--- config.mk ---
export PLATFORM = sky130hd
export DESIGN_NAME = pendulum_balance_ctrl
export DESIGN_NICKNAME = d
export VERILOG_FILES = /design/src/rtl/pendulum_pkg.sv /design/src/rtl/pendulum_pwm_gen.sv /design/src/rtl/pendulum_balance_ctrl.sv
export SDC_FILE = /design/constraint.sdc
export NUM_CORES = 1
export LEC_CHECK = 0
export ABC_CLOCK_PERIOD_IN_PS = 4000
export CORE_MARGIN = 3
export CORE_UTILIZATION = 30
export CTS_CLUSTER_SIZE = 10
export DETAILED_ROUTE_END_ITERATION = 8
export PLACE_DENSITY = 0.44
export SYNTH_ARGS = -nofsm -noshare
export SYNTH_HDL_FRONTEND = slang
export SYNTH_SLANG_ARGS = --single-unit
--- constraint.sdc ---
create_clock -name clk -period 4 [get_ports clk]
set_input_delay 0.8 -clock clk [delete_from_list [all_inputs] [get_ports clk]]
set_output_delay 0.8 -clock clk [all_outputs]
set_load 0.02 [all_outputs]
--- src/rtl/pendulum_pkg.sv ---
// Shared types and helpers for the pendulum balance controller.
package pendulum_pkg;

  typedef enum logic [1:0] {
    IDLE  = 2'd0,
    RUN   = 2'd1,
    FAULT = 2'd2
  } pend_state_t;

  // Neutral control value: half scale of a w-bit register.
  function automatic int unsigned ctrl_mid(input int unsigned w);
    return 32'(1) << (w - 1);
  endfunction

  // Largest value of a w-bit control register.
  function automatic int unsigned ctrl_max(input int unsigned w);
    return (32'(1) << w) - 32'(1);
  endfunction

  // Magnitude of (angle - target), computed wide so it cannot overflow.
  function automatic int unsigned abs_err(input int unsigned a, input int unsigned t);
    return (a >= t) ? (a - t) : (t - a);
  endfunction

endpackage

--- src/rtl/pendulum_pwm_gen.sv ---
// Free-running PWM counter, duty register and comparator for the cart motor.
module pendulum_pwm_gen #(
  parameter int unsigned DUTY_W = 8
) (
  input  logic              clk,
  input  logic              reset,
  input  logic              hold,
  input  logic [DUTY_W-1:0] duty,
  output logic              pwm
);

  logic [DUTY_W-1:0] pwm_cnt;
  logic [DUTY_W-1:0] duty_q;

  // Counter runs in every state; hold forces the drive off while the loop is not running.
  always_ff @(posedge clk or posedge reset) begin
    if (reset) begin
      pwm_cnt <= '0;
      duty_q  <= '0;
      pwm     <= 1'b0;
    end else begin
      pwm_cnt <= pwm_cnt + DUTY_W'(1);
      duty_q  <= hold ? '0 : duty;
      pwm     <= !hold && (duty_q > pwm_cnt);
    end
  end

endmodule

--- src/rtl/pendulum_balance_ctrl.sv ---
// Closed-loop proportional balance controller with deadband, saturation and fault supervision.
module pendulum_balance_ctrl
  import pendulum_pkg::*;
#(
  parameter int unsigned ANGLE_W     = 8,
  parameter int unsigned CTRL_W      = 9,
  parameter int unsigned TARGET      = 128,
  parameter int unsigned DEADBAND    = 2,
  parameter int unsigned STEP_SHIFT  = 2,
  parameter int unsigned FAULT_LIMIT = 100,
  parameter int unsigned FAULT_COUNT = 4
) (
  input  logic               clk,
  input  logic               reset,
  input  logic               enable,
  input  logic               sample_valid,
  output logic               sample_ready,
  input  logic [ANGLE_W-1:0] angle,
  output logic [CTRL_W-1:0]  ctrl_value,
  output logic               motor_dir,
  output logic               motor_pwm,
  output logic               saturated,
  output logic               fault
);

  localparam int unsigned ERR_W  = ANGLE_W + 1;
  localparam int unsigned SUM_W  = ((CTRL_W > ERR_W) ? CTRL_W : ERR_W) + 1;
  localparam int unsigned DUTY_W = CTRL_W - 1;
  localparam int unsigned FCNT_W = $clog2(FAULT_COUNT + 1);

  localparam logic [CTRL_W-1:0] MID      = CTRL_W'(ctrl_mid(CTRL_W));
  localparam logic [CTRL_W-1:0] CTRL_TOP = CTRL_W'(ctrl_max(CTRL_W));
  localparam logic [CTRL_W-1:0] DUTY_TOP = MID - CTRL_W'(1);

  pend_state_t       state;
  logic [FCNT_W-1:0] fault_cnt;

  int unsigned       abs_i;
  int unsigned       step_i;
  logic              err_pos;
  logic              in_dead;
  logic              out_of_range;
  logic              accept;
  logic [SUM_W-1:0]  ctrl_ext;
  logic [SUM_W-1:0]  step_ext;
  logic [SUM_W-1:0]  sum_up;
  logic [CTRL_W-1:0] ctrl_upd;
  logic [CTRL_W-1:0] diff;
  logic [DUTY_W-1:0] duty;
  logic              pwm_hold;

  // Error magnitude, step size and clamped next control value for the current sample.
  always_comb begin
    abs_i        = abs_err(32'(angle), TARGET);
    err_pos      = 32'(angle) > TARGET;
    in_dead      = abs_i <= DEADBAND;
    out_of_range = abs_i > FAULT_LIMIT;
    step_i       = abs_i >> STEP_SHIFT;
    if (step_i == 0) begin
      step_i = 1;
    end
    ctrl_ext = SUM_W'(ctrl_value);
    step_ext = SUM_W'(step_i);
    sum_up   = ctrl_ext + step_ext;
    ctrl_upd = ctrl_value;
    if (!in_dead) begin
      if (err_pos) begin
        ctrl_upd = (sum_up > SUM_W'(CTRL_TOP)) ? CTRL_TOP : CTRL_W'(sum_up);
      end else begin
        ctrl_upd = (step_ext > ctrl_ext) ? '0 : CTRL_W'(ctrl_ext - step_ext);
      end
    end
  end

  // Handshake qualifier: a falling enable discards a coincident sample.
  always_comb begin
    accept = sample_valid && sample_ready && enable && (state == RUN);
  end

  // Drive magnitude relative to neutral, limited to the PWM range.
  always_comb begin
    diff = (ctrl_value >= MID) ? (ctrl_value - MID) : (MID - ctrl_value);
    duty = (diff > DUTY_TOP) ? DUTY_W'(DUTY_TOP) : DUTY_W'(diff);
    pwm_hold = (state != RUN);
  end

  // Enable/fault state machine together with the control and fault-count registers.
  always_ff @(posedge clk or posedge reset) begin
    if (reset) begin
      state        <= IDLE;
      ctrl_value   <= MID;
      saturated    <= 1'b0;
      motor_dir    <= 1'b0;
      sample_ready <= 1'b0;
      fault        <= 1'b0;
      fault_cnt    <= '0;
    end else begin
      motor_dir <= (state == RUN) && (ctrl_value > MID);
      case (state)
        IDLE: begin
          ctrl_value <= MID;
          saturated  <= 1'b0;
          if (enable) begin
            state        <= RUN;
            sample_ready <= 1'b1;
          end
        end
        RUN: begin
          if (!enable) begin
            state        <= IDLE;
            sample_ready <= 1'b0;
            fault_cnt    <= '0;
          end else if (accept) begin
            ctrl_value <= ctrl_upd;
            saturated  <= (ctrl_upd == '0) || (ctrl_upd == CTRL_TOP);
            if (out_of_range) begin
              fault_cnt <= fault_cnt + FCNT_W'(1);
              if (fault_cnt == FCNT_W'(FAULT_COUNT - 1)) begin
                state        <= FAULT;
                sample_ready <= 1'b0;
                fault        <= 1'b1;
              end
            end else begin
              fault_cnt <= '0;
            end
          end
        end
        FAULT: begin
          ctrl_value <= MID;
          saturated  <= 1'b0;
          if (!enable) begin
            state     <= IDLE;
            fault     <= 1'b0;
            fault_cnt <= '0;
          end
        end
        default: begin
          state        <= IDLE;
          sample_ready <= 1'b0;
          fault        <= 1'b0;
        end
      endcase
    end
  end

  pendulum_pwm_gen #(
    .DUTY_W(DUTY_W)
  ) u_pwm (
    .clk   (clk),
    .reset (reset),
    .hold  (pwm_hold),
    .duty  (duty),
    .pwm   (motor_pwm)
  );

endmodule

* After elaboration in Yosys (flattened, before gate mapping)
Index checks and enable logic that the tools add are counted.
** Word-level totals
- Register bits :: 35
- Input bits :: 12
- Output and inout bits :: 14
** Operators by class
- Add/subtract/negate cells :: 8
- Order comparisons :: 10
- Equality and inequality tests :: 14
- Mux-type cells :: 39
- Bitwise logic cells :: 2
- Reduce and logical (&&, ||, !) cells :: 18
** Operators with widths (count)
- 2-to-1 mux 9 bit :: 7
- greater-than comparator 32 x 7 -> 1 bit, second input constant :: 1
- <= comparator 32 x 2 -> 1 bit, second input constant :: 1
- zero test 32 bit :: 1
- 2-to-1 mux 32 bit :: 1
- case mux 9 bit (2 select lines) :: 1
- 2-to-1 mux 8 bit :: 2
- 2-to-1 mux 1 bit :: 12
- 2-to-1 mux 2 bit :: 6
- 2-to-1 mux 3 bit :: 4
- adder 9 x 10 -> 10 bit :: 1
- greater-than comparator 10 x 9 -> 1 bit :: 1
- greater-than comparator 10 x 9 -> 1 bit, second input constant :: 1
- 2-to-1 mux 10 bit :: 1
- inequality test 2 bit, second input constant :: 5
- AND reduction 5 bit :: 2
- == test 9 bit, second input constant :: 1
- greater-or-equal comparator 9 bit, second input constant :: 1
- greater-than comparator 9 x 8 -> 1 bit, second input constant :: 1
- greater-than comparator 9 bit, second input constant :: 1
- zero test 9 bit :: 1
- subtractor 8 x 8 -> 9 bit, first input constant :: 1
- subtractor 8 x 8 -> 9 bit, second input constant :: 1
- subtractor 9 bit :: 1
- other kinds (26) :: 36

* Logic depth before layout (Yosys ltp)
Gate-level depths: netlist of run 1.
- Depth in word-level cells :: 14
- Mapped depth :: 19
- Mapped depth without buffers :: 19

* By module
Synthesis of run 1 repeated with hierarchy kept, for this count alone.
** Unflattened totals
- Cell total of the unflattened synthesis :: 421
- Area total of the unflattened synthesis :: 3489.6 um2
** By module, submodules not included
- pendulum_balance_ctrl :: times used 1, cells each 351, area an instance 2695.1 um2, sequential area each 451.7 um2
- pendulum_pwm_gen :: times used 1, cells each 70, area an instance 794.5 um2, sequential area each 425.4 um2

* Least setup slack after synthesis of run 1
Ideal clock, no wire load.
- Kind :: input -> register
- Start :: input port angle[0]
- End :: register saturated
- Setup time :: 86 ps
- Data arrival time :: 4339 ps
- Data required time :: 3914 ps
- Slack :: -425 ps
- Cell stages on the path :: 17
- Path buffers :: 1
- Cells stage by stage :: inv_1 > ha_1 > or2b_4 > o21a_1 > xnor2_1 > inv_1 > ha_1 > clkbuf_1 > nand4_1 > a21oi_1 > o31ai_1 > nor2_1 > o311ai_0 > a21oi_1 > mux2_1 > or4_1 > a32oi_1
** On the way
- Longest elaborated chain between the ends :: 14
- Elaborated cells between the ends (all ways) :: 22
- Those cells by class :: add/sub (4); order compare (5); eq/ne (1); mux (9); reduce/logical (3)
** RTL lines
- start, declared :: RTL line pendulum_balance_ctrl.sv:18 : input logic [ANGLE_W-1:0] angle,
- subtractor 8 x 8 -> 9 bit or greater-or-equal comparator 8 bit (tied branches) :: RTL line pendulum_pkg.sv:22 : return (a >= t) ? (a - t) : (t - a);
- 2-to-1 mux 32 bit :: RTL line pendulum_pkg.sv:22
- zero test 32 bit :: RTL line pendulum_balance_ctrl.sv:59 : if (step_i == 0) begin
- 2-to-1 mux 10 bit :: RTL line pendulum_balance_ctrl.sv:59
- adder 9 x 10 -> 10 bit :: RTL line pendulum_balance_ctrl.sv:64 : sum_up = ctrl_ext + step_ext;
- greater-than comparator 10 x 9 -> 1 bit :: RTL line pendulum_balance_ctrl.sv:68 : ctrl_upd = (sum_up > SUM_W'(CTRL_TOP)) ? CTRL_TOP : CTRL_W'(sum_up);
- 2-to-1 mux 9 bit :: RTL line pendulum_balance_ctrl.sv:68
- 2-to-1 mux 9 bit :: RTL line pendulum_balance_ctrl.sv:67 : if (err_pos) begin
- 2-to-1 mux 9 bit * :: RTL line pendulum_balance_ctrl.sv:66 : if (!in_dead) begin
- == test 9 bit or zero test 9 bit (tied branches) :: RTL line pendulum_balance_ctrl.sv:115 : saturated <= (ctrl_upd == '0) || (ctrl_upd == CTRL_TOP);
- logical OR 1 bit * :: RTL line pendulum_balance_ctrl.sv:115
- 2-to-1 mux 1 bit * :: RTL line pendulum_balance_ctrl.sv:113 : end else if (accept) begin
- 2-to-1 mux 1 bit * :: RTL line pendulum_balance_ctrl.sv:109 : if (!enable) begin
- case mux 1 bit (2 select lines) * :: RTL line pendulum_balance_ctrl.sv:99 : case (state)
- end signal, assigned :: RTL line pendulum_balance_ctrl.sv:115
- end, declared :: RTL line pendulum_balance_ctrl.sv:22 : output logic saturated,
Every way passes the cells marked *; elsewhere a longest branch is shown, timed or not. The select of a mux whose other input is x is not followed.
A chain may end at the register's enable or synchronous reset.

* Worst setup path after layout of run 1
- Start :: input port angle[7]
- End :: register saturated
The elaborated chain is that of the path after synthesis.

==> results of run 1 <==
## cell usage after synthesis (2+ instances only)
library cell | n | area (µm²)
o21a_1 | 3 | 22.5
o2bb2ai_1 | 2 | 17.5
a21boi_0 | 2 | 15.0
o221ai_1 | 3 | 26.3
buf_6 | 3 | 33.8
a211oi_1 | 3 | 22.5
fa_1 | 2 | 40.0
clkbuf_1 | 6 | 22.5
xnor2_1 | 11 | 96.3
a21o_1 | 3 | 22.5
inv_1 | 43 | 161
dfrtp_1 | 34 | 851
a31oi_1 | 3 | 18.8
o31ai_1 | 4 | 30.0
or3_1 | 3 | 18.8
o22ai_1 | 9 | 56.3
nor2_1 | 34 | 128
and3_1 | 5 | 31.3
a311oi_1 | 3 | 26.3
o31a_1 | 2 | 17.5
o211a_1 | 2 | 20.0
xor2_1 | 4 | 35.0
nor3_1 | 18 | 90.1
nand4_1 | 6 | 37.5
a21oi_1 | 33 | 165
conb_1 | 2 | 7.51
nor2b_1 | 4 | 25.0
o21ai_0 | 30 | 150
mux2i_1 | 2 | 20.0
nand2b_1 | 11 | 68.8
or2_2 | 4 | 25.0
a221o_1 | 4 | 40.0
nand2_1 | 26 | 97.6
buf_2 | 4 | 20.0
o211ai_1 | 3 | 22.5
nand3_1 | 15 | 75.1
or4_1 | 2 | 15.0
ha_1 | 42 | 526
## cell usage in the layout, fill, tap and decap left out, drive strengths merged, types with 18 or more instances in the layout
| master | netlist | layout |
|---|---|---|
| inv | 43 | 43 |
| buf | 8 | 107 |
| dfrtp | 34 | 34 |
| nand2 | 27 | 27 |
| o21ai | 31 | 31 |
| clkdlybuf4s50 | 0 | 19 |
| nor3 | 18 | 18 |
| nor2 | 34 | 34 |
| ha | 42 | 42 |
| a21oi | 33 | 33 |
## power by group through the flow
| stage | Sequential [W] | Clock [W] | Combinational, W |
|---|---|---|---|
| floorplan | 0.000412 | 0 | 0.000290 |
| global placement | 0.000395 | 0 | 0.000529 |
| detailed placement | 0.000395 | 0 | 0.000529 |
| CTS | 0.000389 | 0.000417 | 0.000556 |
| global route | 0.000391 | 0.000431 | 0.000644 |
| finish | 0.000389 | 0.000405 | 0.000591 |
## through the flow
| step | cell area, µm² | hold slack, ns | power [W] |
|---|---|---|---|
| 2_1_floorplan | 3580 | 0.446 | 0.000702 |
| 3_3_place_gp | 4520 | 0.462 | 0.000924 |
| 3_5_place_dp | 4520 | 0.463 | 0.000924 |
| 4_1_cts | 4860 | 0.475 | 0.00136 |
| 5_1_grt | 5010 | 0.502 | 0.00147 |
| 6_report | 5010 | 0.472 | 0.00139 |
## repair_timing
action | in CTS | in global routing
resized for setup | 52 | 26
setup endpoints to repair | 8 | 5
pin swaps | 17 | 17
setup buffers | 12 | 4
## routing by layer
metal | part of all wire | GRT usage
met5 | 0 | 0
met2 | 0.45 | 0.260
met1 | 0.49 | 0.246
met3 | 0.042 | 0.0257
met4 | 0.016 | 0.0353
## sequential cells by signal, indices dropped and copies added (netlist names)
| register | count |
|---|---|
| u_pwm.pwm | 1 |
| saturated | 1 |
| state | 2 |
| u_pwm.duty_q | 8 |
| ctrl_value | 9 |
| motor_dir | 1 |
| sample_ready | 1 |
| fault | 1 |
| fault_cnt | 3 |
| u_pwm.pwm_cnt | 8 |
## worst max path at each step
stage / end
after floorplan: saturated
after global placement: saturated
after detailed placement: saturated
after CTS: saturated
after global routing: saturated
final: saturated
## cells by family after synthesis
group / after synthesis
other cells: 2
xor+xnor: 15
flops: 35
mux: 3
buf+inv: 59
fa+ha+maj: 44
compound gates: 127
simple gates: 136
## final cells by class
type / count / area share
Tap cell: 140 / 0.0349
Multi-Input combinational cell: 335 / 0.520
Clock buffer: 8 / 0.0312
Inverter: 44 / 0.0347
Timing Repair Buffer: 127 / 0.204
Sequential cell: 35 / 0.175
==> results.py, run 1 <==
metrics = {
    "critical_path": {
        "r2r_slack_ns": 0.68,
        "crit_cells": 17,
        "path_class": "input port to flip-flop",
        "crit_buf_inv": 4,
        "start_kind": "input port",
        "worstSetupEndpointType": "flip-flop",
        "cp.arrival_ns": 4.43,
        "crit_path_start": "angle[7]",
        "required_ns": 4.19,
        "critPathMaxStageDelay_ns": 0.51,
        "r2r_cells": 11,
        "critical-path-top-delay-family": "compound AO/OA/AOI/OAI gates",
        "r2r_end": "saturated",
        "cp_max_fo": 6,
        "cpMaxStageDelayCell": "or4_1",
        "cp_cell_sequence": "clkdlybuf4s50_1, buf_4, buf_4, o21ai_2, nor2b_4, nand2_4, ha_4, buf_6, fa_2, nand2b_1, a2bb2oi_2, a221o_1, a221o_1, a21oi_2, a21oi_2, or4_1, a32oi_1",
        "r2r-start": "ctrl_value[4]",
    },
    "die": {
        "die_h_um": 113,
        "design.core.area_um2": 11000,
        "placementRows": 38,
        "fp.dieW_um": 113,
        "design.portCount": 26,
        "start_util": 0.311,
        "dieArea_um2": 12800,
    },
    "power_and_ir_drop": {
        "p_comb_frac": 0.427,
        "leakagePower_nw": 2.34,
        "power_density_nw_per_um2": 276,
        "internal_power_w": 0.000918,
        "clkPwrFrac": 0.292,
        "switching_share": 0.337,
        "switchingPower_w": 0.000467,
        "p_seq_frac": 0.281,
        "vdd_ir_drop_max_uv": 174,
    },
    "routing": {
        "wirelength_um": 10900,
        "drt_iter0_drc": 207,
        "routedWlPerCell_um": 15.8,
        "dr.pass1.iters": 5,
        "ant_nets": 0,
        "via_per_inst": 5.12,
        "num_vias": 3528,
        "drc": 0,
    },
    "timing": {
        "layout_setup_ws_ns": -0.241,
        "post-route-min-period_ns": 4.24,
        "slew_headroom": 0.482,
        "finalSetupTns_ns": -0.410,
        "rsz0062_at_grt": "yes",
        "fmax_mhz": 236,
        "worst_pin_slew_ns": 0.769,
        "drv_slew": 0,
        "final-hold-violation-count": 0,
        "min_period_over_period": 1.06,
        "setup_violations": 2,
        "fin_skew_ns": 0.00703,
    },
    "cts": {
        "htreeDepth": 2,
        "cts_tree": "built",
        "clk_latency_ns": 0.28,
        "cts_sinks": 35,
        "hold_buffers": 0,
        "cts_buffer_depth": 2,
        "clock-root-buffer": "clkbuf_16",
        "cts_buffers": 5,
        "clk_pin_slew_ns": 0.05,
    },
    "min_path": {
        "whs_endpoint": "u_pwm.pwm_cnt[5]",
        "hold_start": "u_pwm.pwm_cnt[5]",
        "min_path_type": "flip-flop to flip-flop",
        "whs_path_depth": 1,
    },
    "layout": {
        "seq_area_um2": 877,
        "num_antenna_cells": 0,
        "layout.cells.non_filler": 689,
        "multiInputGateArea_um2": 2610,
        "fin_nets": 604,
        "fin_util": 0.455,
        "fill_cells": 1127,
        "drive_gt1_frac": 0.324,
        "syn_to_final_growth_pct": 46.0,
    },
    "logic_synthesis": {
        "async_flop_share": 1.00,
        "synth-seq-cells": 35,
        "syn_inst": 421,
        "synth_top_family_by_area": "compound AO/OA/AOI/OAI gates",
        "ys_types": 69,
        "synthSimpleGateAreaFrac": 0.199,
        "synth_xor_area_frac": 0.0383,
        "avgSynthCellArea_um2": 8.16,
        "synth_edf_count": 0,
        "synthAdderAreaFrac": 0.165,
        "synth_seq_area_share": 0.255,
        "yosys_warnings": 0,
        "synth_compound_area_frac": 0.255,
        "synth_mux_area_frac": 0.00911,
        "syn_area_um2": 3430,
        "synth_flop_cell": "dfrtp_1",
    },
    "status": {
        "violations": "setup timing",
        "outcome": "complete, but fails checks",
    },
    "placement": {
        "gp_congestion": 0.918,
        "port_buffers": 25,
        "place_ws_ns": -1.04,
        "dp_hpwl_um": 8610,
        "dp_cells": 665,
    },
    "global_route": {
        "grt_max_degree": 20,
        "grt_usage": 0.168,
        "grt_overflow_total": 0,
        "grt_pass1_vias": 3359,
        "grt_pass1_wl_um": 17400,
        "antenna_found_initial": 0,
    },
    "flow_run": {
        "cap_violations": 0,
    },
}
Note: power is estimated with default switching activity, not from simulation.
==> inputs of run 2 (changes only) <==
--- a/config.mk
+++ b/config.mk
@@ -6,11 +6,13 @@
 export NUM_CORES = 1
 export LEC_CHECK = 0
 export ABC_CLOCK_PERIOD_IN_PS = 4000
+export CORE_ASPECT_RATIO = 1.4
 export CORE_MARGIN = 3
 export CORE_UTILIZATION = 30
 export CTS_CLUSTER_SIZE = 10
 export DETAILED_ROUTE_END_ITERATION = 8
 export PLACE_DENSITY = 0.44
+export SETUP_SLACK_MARGIN = 0.3
 export SYNTH_ARGS = -nofsm -noshare
 export SYNTH_HDL_FRONTEND = slang
 export SYNTH_SLANG_ARGS = --single-unit
==> results.py, run 2 (synthesis results as in run 1) <==
metrics = {
    "status": {
        "outcome": "complete, but fails checks",
        "violations": "setup timing",
    },
    "die": {
        "placementRows": 45,
        "start_util": 0.311,
        "design.portCount": 26,
        "die_h_um": 133,
        "fp.dieW_um": 96.4,
        "design.core.area_um2": 11000,
        "dieArea_um2": 12800,
    },
    "critical_path": {
        "r2r_slack_ns": 0.70,
        "r2r_cells": 12,
        "cp_cell_sequence": "buf_8, inv_4, ha_4, or2b_4, buf_6, o21ai_4, xor2_2, inv_2, ha_4, inv_2, a221o_1, o21a_4, buf_6, or3_4, nor3b_4, buf_4, a211oi_2, a21oi_2, nand4b_1, a32oi_1",
        "cpMaxStageDelayCell": "or3_4",
        "worstSetupEndpointType": "flip-flop",
        "r2r-start": "ctrl_value[2]",
        "cp_max_fo": 6,
        "r2r_end": "saturated",
        "cp.arrival_ns": 4.30,
        "path_class": "input port to flip-flop",
        "critPathMaxStageDelay_ns": 0.38,
        "start_kind": "input port",
        "required_ns": 4.19,
        "crit_path_start": "angle[0]",
    },
    "layout": {
        "fill_cells": 1121,
        "fin_area_um2": 5350,
        "layout_common_cells": "97 x buf_4, 34 x inv_1, 34 x dfrtp_1",
        "reg.largest.list": "ctrl_value: 9 flops, u_pwm.duty_q: 8 flops, u_pwm.pwm_cnt: 8 flops",
        "mostFrequentLayoutCell": "buf_4",
        "drive_gt1_frac": 0.387,
        "regMostFlops": "ctrl_value",
        "syn_to_final_growth_pct": 55.7,
        "num_antenna_cells": 0,
        "layout.cells.non_filler": 699,
        "fin_nets": 613,
        "largest_reg_flops": 9,
    },
    "timing": {
        "slew_headroom": 0.418,
        "finalSetupTns_ns": -0.163,
        "fin_skew_ns": 0.00341,
        "min_period_over_period": 1.03,
        "layout_setup_ws_ns": -0.111,
        "drv_slew": 0,
        "setup_violations": 3,
        "fmax_mhz": 243,
        "rsz0062_at_grt": "yes",
        "post-route-min-period_ns": 4.11,
        "final-hold-violation-count": 0,
        "worst_pin_slew_ns": 0.864,
    },
    "power_and_ir_drop": {
        "p_total_w": 0.00146,
        "leakagePower_nw": 2.41,
        "power_density_nw_per_um2": 274,
        "vdd_ir_drop_max_uv": 146,
    },
    "placement": {
        "port_buffers": 25,
        "dp_hpwl_um": 8900,
        "dp_cells": 668,
        "place_ws_ns": -1.06,
        "gp_congestion": 0.906,
        "placed_area_um2": 4560,
    },
    "cts": {
        "cts_tree": "built",
        "cts_sinks": 35,
        "hold_buffers": 0,
        "clk_latency_ns": 0.28,
        "clock-root-buffer": "clkbuf_16",
        "clk_pin_slew_ns": 0.05,
        "cts_buffers": 5,
        "cts_buffer_depth": 2,
        "htreeDepth": 2,
    },
    "min_path": {
        "hold_start": "u_pwm.pwm_cnt[4]",
        "min_path_type": "flip-flop to flip-flop",
        "whs_path_depth": 1,
        "whs_endpoint": "u_pwm.pwm_cnt[4]",
    },
    "routing": {
        "drc": 0,
        "drt_iter0_drc": 105,
        "wirelength_um": 11300,
        "ant_nets": 0,
        "dr.pass1.iters": 4,
        "num_vias": 3593,
        "via_per_inst": 5.14,
        "routedWlPerCell_um": 16.1,
    },
    "global_route": {
        "antenna_found_initial": 0,
        "grt_overflow_total": 0,
        "grt_pass1_vias": 3712,
        "grt_pass1_wl_um": 17800,
        "grt_max_degree": 28,
        "grt_usage": 0.178,
    },
    "flow_run": {
        "cap_violations": 0,
    },
}
-- run 2: changes by cell type in the layout (fill, tap and decap cells not counted), sizes merged --
cell           delta
clkdlybuf4s50     -2
clkinvlp          +1
clkdlybuf4s15     +1
dlygate4sd2       +1
clkbuf            +1
dlymetal6s2s      +1
inv               -1
buf               +7
-- run 2: critical path: cells and delay by family --
family | cells | cell delay, ns
buffers and inverters | 7 | 0.69
AND/OR/NAND/NOR | 4 | 1.05
adder cells (fa/ha/maj) | 2 | 0.42
XOR/XNOR | 1 | 0.18
AO/OA/AOI/OAI | 6 | 1.15
-- run 2: worst max path at each step --
stage	end	slack (ns)	cells past startpoint
after floorplan	saturated	-0.22	17
after global placement	saturated	-1.05	17
after detailed placement	saturated	-1.06	17
after CTS	saturated	-0.1	19
after global routing	saturated	-0.27	19
final	saturated	-0.11	20
-- run 2: layer usage --
layer	vias up	global-route usage	share of wire
met3	27	0.0188	0.019
met4	0	0.0710	0.035
met2	52	0.341	0.56
li1	1779	-	-
met1	1735	0.191	0.39
met5	-	0	0
-- run 2: area by class of cell --
cell class | instances | area, µm² | share of cell area
clock buffer | 8 | 156 | 0.0292
inverter | 44 | 180 | 0.0337
multi-input combinational | 335 | 2820 | 0.527
sequential | 35 | 877 | 0.164
tap | 141 | 176 | 0.0330
timing repair buffer | 136 | 1140 | 0.213
-- run 2: stage by stage --
step / util / hold slack, ns
floorplan: - / 0.446
global placement: 0.413 / 0.460
detailed placement: 0.413 / 0.468
CTS: 0.472 / 0.475
global route: 0.485 / 0.496
finish: 0.485 / 0.468
-- run 2: repair_timing --
item | in CTS | in global routing
setup buffers | 16 | 7
resized for setup | 102 | 24
setup endpoints to repair | 10 | 8
pin swaps | 51 | 23
-- run 2: power by group --
part	switching [W]	internal, W
Sequential	0.0000223	0.000373
Clock	0.000137	0.000265
Combinational	0.000339	0.000328
Total	0.000498	0.000966
